## src/rtl/adc_pkg.sv

```systemverilog
// Shared definitions for the ADC capture path: sample width, FSM encoding
// and the values the peak trackers restart from.
package adc_pkg;

    localparam int DATA_W = 10;

    typedef enum logic [1:0] {
        ST_IDLE  = 2'd0,
        ST_FLUSH = 2'd1,
        ST_RUN   = 2'd2
    } state_t;

    localparam logic [DATA_W-1:0] PEAK_MIN_INIT = '1;
    localparam logic [DATA_W-1:0] PEAK_MAX_INIT = '0;

endpackage

```

## src/rtl/sync_fifo.sv

```systemverilog
// Single-clock first-word-fall-through FIFO. A push into a full FIFO is
// accepted only when a pop frees a slot in the same cycle.
module sync_fifo #(
    parameter int WIDTH = 10,
    parameter int DEPTH = 16
) (
    input  logic             clk,
    input  logic             reset,
    input  logic             push,
    input  logic             pop,
    input  logic [WIDTH-1:0] din,
    output logic [WIDTH-1:0] dout,
    output logic             full,
    output logic             empty
);

    localparam int AW = $clog2(DEPTH);
    localparam logic [AW:0] FULL_CNT = (AW + 1)'(DEPTH);

    logic [WIDTH-1:0] mem [DEPTH];
    logic [AW-1:0]    wr_ptr;
    logic [AW-1:0]    rd_ptr;
    logic [AW:0]      count;
    logic             do_push;
    logic             do_pop;

    assign empty   = (count == '0);
    assign full    = (count == FULL_CNT);
    assign do_pop  = pop && !empty;
    assign do_push = push && (!full || do_pop);
    // Head reads as zero while empty so the output never shows stale data.
    assign dout    = empty ? '0 : mem[rd_ptr];

    always_ff @(posedge clk) begin
        if (do_push) begin
            mem[wr_ptr] <= din;
        end
    end

    always_ff @(posedge clk) begin
        if (reset) begin
            wr_ptr <= '0;
            rd_ptr <= '0;
            count  <= '0;
        end else begin
            if (do_push) begin
                wr_ptr <= wr_ptr + 1'b1;
            end
            if (do_pop) begin
                rd_ptr <= rd_ptr + 1'b1;
            end
            case ({do_push, do_pop})
                2'b10:   count <= count + 1'b1;
                2'b01:   count <= count - 1'b1;
                default: count <= count;
            endcase
        end
    end

endmodule

```

## src/rtl/adc_capture.sv

```systemverilog
// Drives the parallel ADC conversion clock, discards its pipeline-latency
// samples after start-up, buffers captures and tracks peaks/sticky errors.
//
//   state | meaning
//   IDLE  | converter clock parked low, divider held at 0
//   FLUSH | clock running, strobes counted and discarded
//   RUN   | each strobe captures one sample
module adc_capture #(
    parameter int DATA_W     = adc_pkg::DATA_W,
    parameter int CLK_DIV    = 4,
    parameter int PIPE_LAT   = 5,
    parameter int FIFO_DEPTH = 16
) (
    input  logic              clk,
    input  logic              reset,
    input  logic              enable,
    input  logic              clear_stats,
    output logic              adc_clk,
    input  logic [DATA_W-1:0] adc_data,
    input  logic              adc_otr,
    output logic [DATA_W-1:0] sample,
    output logic              sample_valid,
    input  logic              sample_ready,
    output logic              overflow,
    output logic              overrange,
    output logic [DATA_W-1:0] peak_max,
    output logic [DATA_W-1:0] peak_min
);

    import adc_pkg::*;

    localparam int CW = $clog2(CLK_DIV);
    localparam int FW = $clog2(PIPE_LAT + 2);
    localparam logic [CW-1:0]     CNT_LAST   = CW'(CLK_DIV - 1);
    localparam logic [CW-1:0]     CNT_HALF   = CW'(CLK_DIV / 2);
    localparam logic [FW-1:0]     FLUSH_LAST = FW'(PIPE_LAT);
    localparam logic [DATA_W-1:0] MIN_INIT   = {DATA_W{PEAK_MIN_INIT[0]}};
    localparam logic [DATA_W-1:0] MAX_INIT   = {DATA_W{PEAK_MAX_INIT[0]}};

    state_t            state;
    state_t            state_next;
    logic [CW-1:0]     cnt;
    logic [CW-1:0]     cnt_next;
    logic [FW-1:0]     flush_cnt;
    logic              strobe;
    logic              capture;
    logic              cap_valid;
    logic [DATA_W-1:0] cap_data;
    logic              fifo_full;
    logic              fifo_empty;
    logic              pop;
    logic              drop;

    assign strobe  = (state != ST_IDLE) && (cnt == CNT_LAST);
    assign capture = strobe && (state == ST_RUN);

    always_comb begin
        state_next = state;
        case (state)
            ST_IDLE:  if (enable) state_next = ST_FLUSH;
            ST_FLUSH: begin
                if (!enable)                       state_next = ST_IDLE;
                else if (flush_cnt == FLUSH_LAST)  state_next = ST_RUN;
            end
            ST_RUN:   if (!enable) state_next = ST_IDLE;
            default:  state_next = ST_IDLE;
        endcase
    end

    // The divider restarts from 0 on entry so every run begins with a high phase.
    assign cnt_next = (state == ST_IDLE || state_next == ST_IDLE || cnt == CNT_LAST)
                      ? '0 : cnt + 1'b1;

    always_ff @(posedge clk) begin
        if (reset) begin
            state     <= ST_IDLE;
            cnt       <= '0;
            adc_clk   <= 1'b0;
            flush_cnt <= '0;
        end else begin
            state   <= state_next;
            cnt     <= cnt_next;
            adc_clk <= (state_next != ST_IDLE) && (cnt_next < CNT_HALF);
            if (state != ST_FLUSH) begin
                flush_cnt <= '0;
            end else if (strobe && flush_cnt != FLUSH_LAST) begin
                flush_cnt <= flush_cnt + 1'b1;
            end
        end
    end

    assign pop  = sample_valid && sample_ready;
    assign drop = cap_valid && fifo_full && !pop;

    always_ff @(posedge clk) begin
        if (reset) begin
            cap_valid <= 1'b0;
            cap_data  <= '0;
            peak_max  <= MAX_INIT;
            peak_min  <= MIN_INIT;
            overrange <= 1'b0;
            overflow  <= 1'b0;
        end else begin
            cap_valid <= capture;
            if (capture) begin
                cap_data  <= adc_data;
                // A capture coinciding with a clear restarts the trackers from it.
                peak_max  <= (clear_stats || adc_data > peak_max) ? adc_data : peak_max;
                peak_min  <= (clear_stats || adc_data < peak_min) ? adc_data : peak_min;
                overrange <= (overrange && !clear_stats) || adc_otr;
            end else if (clear_stats) begin
                peak_max  <= MAX_INIT;
                peak_min  <= MIN_INIT;
                overrange <= 1'b0;
            end
            overflow <= (overflow && !clear_stats) || drop;
        end
    end

    sync_fifo #(
        .WIDTH (DATA_W),
        .DEPTH (FIFO_DEPTH)
    ) u_fifo (
        .clk   (clk),
        .reset (reset),
        .push  (cap_valid),
        .pop   (pop),
        .din   (cap_data),
        .dout  (sample),
        .full  (fifo_full),
        .empty (fifo_empty)
    );

    assign sample_valid = !fifo_empty;

endmodule

```

## config.mk

```make
export PLATFORM = sky130hd
export DESIGN_NAME = adc_capture
export DESIGN_NICKNAME = d
export VERILOG_FILES = /design/src/rtl/adc_pkg.sv /design/src/rtl/sync_fifo.sv /design/src/rtl/adc_capture.sv
export SDC_FILE = /design/constraint.sdc
export NUM_CORES = 1
export LEC_CHECK = 0
export BUFFER_PORTS_ARGS = -buffer_cell sky130_fd_sc_hd__buf_2
export CAP_MARGIN = 10
export CORE_MARGIN = 2
export CORE_UTILIZATION = 40
export DETAILED_ROUTE_END_ITERATION = 6
export PLACE_DENSITY_LB_ADDON = 0.12
export SLEW_MARGIN = 20
export SYNTH_ARGS = -nofsm -noshare
export SYNTH_HDL_FRONTEND = slang
export SYNTH_SLANG_ARGS = --single-unit
```

## constraint.sdc

```tcl
create_clock -name clk -period 2.7 [get_ports clk]
set_clock_uncertainty 0.1 [all_clocks]
set_input_delay 0.405 -clock clk [delete_from_list [all_inputs] [get_ports clk]]
set_output_delay 0.405 -clock clk [all_outputs]
set_load 0.02 [all_outputs]
```

==> reports/qor.log <==
INFO  setup_path     arrival=2.54ns
INFO  setup_path     worstSetupPathType=flip-flop to primary output
INFO  cells_and_area final_cells=976
INFO  sta            period_share=113%
INFO  clock_tree     cts_root_buffer=sky130_fd_sc_hd__clkbuf_16
INFO  run_status     outcome=finished, violations left
INFO  sta            max_freq=329MHz
INFO  synthesis      async_flop_share=0%
INFO  synthesis      synth_mux_area_share=14.3%
INFO  sta            slew_viol_final=0
INFO  synthesis      yosys_warning_count=0
INFO  synthesis      netlist_area=9040squm
INFO  setup_path     critPathLaunchType=flip-flop
INFO  pwr            p_seq_share=51.0%
INFO  cells_and_area final_net_count=722
INFO  global_route   grt_util_all_layers=17.5%
INFO  floorplan      placeableCoreArea=22400squm
INFO  synthesis      synth-seq-cells=218
INFO  route          drt_wirelength=20300um
INFO  synthesis      netlist.top_cell.by_area=sky130_fd_sc_hd__edfxtp_1
INFO  pwr            net_switching_share_of_the_total_power=19.0%
INFO  setup_path     worst_setup_path_end_kind=primary output
INFO  sta            finalCriticalPeriod=3.04ns
INFO  min_path       holdPathStages=3
INFO  pwr            p_sw=1.32mW
INFO  synthesis      syn-instance-count=577
INFO  floorplan      die_ar=23800squm
INFO  min_path       holdPathEnd=overrange
INFO  clock_tree     worst_setup_hold_path_clk_slew=0.06ns
INFO  floorplan      fp-row-count=55
INFO  sta            relSlewSlack=47.4%
INFO  synthesis      synth-edff-count=160
INFO  route          dr.first_iter.drc_count=386
INFO  global_route   grt_pass1_vias=5407
INFO  setup_path     timing.reg2reg.setup_slack=0.05ns
INFO  global_route   global_route_wire_length_before_repair=31400um
INFO  global_route   grt.overflow.total=0
INFO  pwr            ratio_of_total_power_to_cell_area=638nW/um^2
INFO  synthesis      yosys.cell_types.count=47
INFO  placement      portBuffers=49
INFO  route          antenna_left=0
INFO  sta            setup_viol=10
INFO  cells_and_area post_route_cells_drive_above_1_share=28.4%
INFO  route          vias_per_cell=5.28
INFO  route          first_pass_iters=4
INFO  cells_and_area areaGrowthSynthToFinish=20.7%
INFO  clock_tree     number_of_clock_buffers_inserted_by_tritoncts=24
INFO  route          wl_per_cell=20.8um
INFO  synthesis      ys_top_cells_by_area=sky130_fd_sc_hd__edfxtp_1 53%, sky130_fd_sc_hd__dfxtp_1 13%, sky130_fd_sc_hd__mux4_2 9.5%, sky130_fd_sc_hd__ha_1 4.3%, sky130_fd_sc_hd__mux4_1 3.5%
INFO  pwr            p_leak=3.93nW
INFO  clock_tree     postCtsHoldBufs=0
INFO  global_route   grt_antenna_before_repair=0
INFO  placement      dpl.hpwl=12700um
INFO  sta            setup_tns=-3.01ns
INFO  synthesis      synth_compound_gate_area_share=4.15%
INFO  synthesis      ys.flop_type=sky130_fd_sc_hd__edfxtp_1
INFO  setup_path     critical_path_fanout_max=8
INFO  pwr            vdd.ir_drop.worst=0.320mV
INFO  floorplan      die_width=154um
INFO  synthesis      post_synth_most_frequent_cells=160 x sky130_fd_sc_hd__edfxtp_1, 58 x sky130_fd_sc_hd__dfxtp_1, 51 x sky130_fd_sc_hd__nor2_1
INFO  sta            tightest_slew=0.786ns
INFO  clock_tree     cts-root-to-sink-buffers=3
INFO  placement      gpl.final_weighted_congestion=0.758
INFO  run_status     violations=setup timing
INFO  sta            layout_setup_ws=-0.341ns
INFO  clock_tree     worstSkewPairLatency=0.51ns
INFO  job            max_cap_violations=0
INFO  synthesis      main_combinational_cell_family_by_area_after_synthesis=multiplexers
INFO  synthesis      syn-num-nets=625
INFO  setup_path     capture_point_of_the_worst_reg_to_reg_path=u_fifo.count[4]
INFO  cells_and_area insertedDiodeCount=0
INFO  synthesis      synth_xor_area_share=0.872%
INFO  clock_tree     clock-sinks=218
INFO  setup_path     timing.critical_path.required=2.19ns
INFO  synthesis      synthDominantCellAreaShare=53.1%
INFO  clock_tree     tritoncts=done
INFO  floorplan      initial_core_util=40.3%
INFO  setup_path     critical_path_s_largest_stage_delay=0.48ns
INFO  synthesis      synthAdderAreaFrac=4.51%
INFO  sta            finalHoldViolations=0
INFO  global_route   grt_start_max_net_pins=41
INFO  pwr            internal_power=5.64mW
INFO  sta            grt_setup_unrepaired=yes
INFO  route          route.vias.total=5152
INFO  setup_path     timing.critical_path.cells=buf_12 > buf_12 > buf_4 > mux4_2 > mux4_2 > and2_4 > buf_6
INFO  floorplan      die_h=154um
INFO  setup_path     reg2reg_from=u_fifo.count[3]
INFO  floorplan      design.portCount=50
INFO  min_path       hold_path.startpoint=adc_otr
INFO  route          drcViolationCount=0
INFO  setup_path     critical_path.slowest_cell=sky130_fd_sc_hd__mux4_2
INFO  pwr            clock_power_share=47.7%
INFO  pwr            power_frac_comb=1.3%
INFO  synthesis      synth_seq_area_share=66.0%
INFO  cells_and_area fillerInstances=1977
INFO  synthesis      syn_area_per_cell=15.7squm
INFO  placement      placedCellCount=920
INFO  synthesis      most_frequent_cell_after_synthesis=sky130_fd_sc_hd__edfxtp_1
INFO  min_path       worstHoldPathType=input pin to flip-flop
INFO  synthesis      synth-simple-area-share=7.14%
INFO  setup_path     reg2regPathDepth=11
INFO  clock_tree     htreeDepth=1
[cells by family (layout without fill, tap and decap cells)]
logic type | count (synthesis) | count (layout)
AND/OR/NAND/NOR | 136 | 136
flip-flops | 218 | 218
adder cells (fa/ha/maj) | 32 | 32
AO/OA/AOI/OAI | 58 | 58
buffers and inverters | 62 | 176
multiplexers | 62 | 62
XOR/XNOR | 9 | 9
[power by group through the flow]
stage          clock network [mW]  registers [mW]  logic, mW
2_1_floorplan                   0            3.62     0.0455
3_3_place_gp                    0            3.62     0.0856
3_5_place_dp                    0            3.62     0.0886
4_1_cts                      3.39            3.55     0.0890
5_1_grt                      3.53            3.55     0.0984
6_report                     3.32            3.55     0.0885
[stage by stage]
stage / setup slack (ns) / util, % / power [mW] / hold WS, ns / area, sq um
2_1_floorplan: 0.0201 / - / 3.67 / 0.305 / 9080
3_3_place_gp: 0.0601 / 44.0 / 3.71 / 0.314 / 9860
3_5_place_dp: -0.0550 / 44.0 / 3.71 / 0.324 / 9860
4_1_cts: -0.378 / 49.1 / 7.03 / 0.0140 / 11000
5_1_grt: -0.414 / 48.6 / 7.17 / 0.0586 / 10900
6_report: -0.341 / 48.6 / 6.96 / 0.0254 / 10900
[state kept, by name (all words and copies together) (netlist names), 3 cells and up, named ones only]
register,cells
u_fifo.count,5
flush_cnt,3
u_fifo.mem,160
u_fifo.rd_ptr,4
peak_max,10
cap_data,10
u_fifo.wr_ptr,4
peak_min,10
[cell type report]
| type | instances | area [sq um] | share of cell area, % |
|---|---|---|---|
| tap | 285 | 357 | 3.27 |
| clock buffer | 33 | 687 | 6.30 |
| timing repair buffer | 95 | 767 | 7.03 |
| multi-input combinational | 297 | 2860 | 26.2 |
| sequential | 218 | 5970 | 54.7 |
| clock inverter | 10 | 124 | 1.14 |
| inverter | 38 | 143 | 1.31 |
[worst max-delay path by stage]
| stage | cells past startpoint | slack, ns | from | end |
|---|---|---|---|---|
| 2_1_floorplan | 11 | 0.02 | u_fifo.count[3] | u_fifo.count[4] |
| 3_3_place_gp | 11 | 0.06 | u_fifo.count[3] | u_fifo.count[4] |
| 3_5_place_dp | 11 | -0.05 | u_fifo.count[3] | u_fifo.count[4] |
| 4_1_cts | 7 | -0.38 | flip-flop | sample[5] |
| 5_1_grt | 7 | -0.41 | flip-flop | sample[7] |
| 6_report | 7 | -0.34 | flip-flop | sample[9] |
[layout by cell type (no fill, tap or decap), types with 3 or more instances in the layout]
cell,count
sky130_fd_sc_hd__edfxtp_1,160
sky130_fd_sc_hd__dfxtp_1,56
sky130_fd_sc_hd__nor2_1,51
sky130_fd_sc_hd__mux4_2,46
sky130_fd_sc_hd__buf_2,39
sky130_fd_sc_hd__inv_1,37
sky130_fd_sc_hd__buf_4,34
sky130_fd_sc_hd__nand2_1,31
sky130_fd_sc_hd__ha_1,30
sky130_fd_sc_hd__a21oi_1,27
sky130_fd_sc_hd__clkbuf_16,26
sky130_fd_sc_hd__buf_6,15
sky130_fd_sc_hd__mux2i_1,12
sky130_fd_sc_hd__and2_4,9
sky130_fd_sc_hd__and2_1,9
sky130_fd_sc_hd__a22o_1,9
sky130_fd_sc_hd__nand2b_1,7
sky130_fd_sc_hd__nand4_1,6
sky130_fd_sc_hd__clkbuf_1,6
sky130_fd_sc_hd__buf_12,6
sky130_fd_sc_hd__xor2_1,5
sky130_fd_sc_hd__mux4_1,4
sky130_fd_sc_hd__nor4_2,4
sky130_fd_sc_hd__nor3_1,4
sky130_fd_sc_hd__xnor2_1,4
sky130_fd_sc_hd__clkinv_1,4
sky130_fd_sc_hd__o21a_1,3
sky130_fd_sc_hd__a21o_1,3
sky130_fd_sc_hd__bufinv_16,3
[critical path: cells and delay by family, from the launching register on]
kind                   cells  cell delay, ns
buffers and inverters      4            0.51
multiplexers               2            0.95
flip-flops                 1            0.38
AND/OR/NAND/NOR            1            0.18
[what timing repair did]
| item | 4_1_cts | 5_1_grt |
|---|---|---|
| setup endpoints to repair | 11 | 11 |
| cloned | 4 | 0 |
| buffers inserted | 13 | 0 |
| pin swaps | 1 | 1 |
| gates resized for setup | 45 | 5 |
[metal layers]
metal  wire length, um  GRT usage, %
met1              8980          24.1
met2             10000          29.6
met3               955          2.69
met4               312          4.19
met5                 0             0
Power figures use the tool's default switching activity.
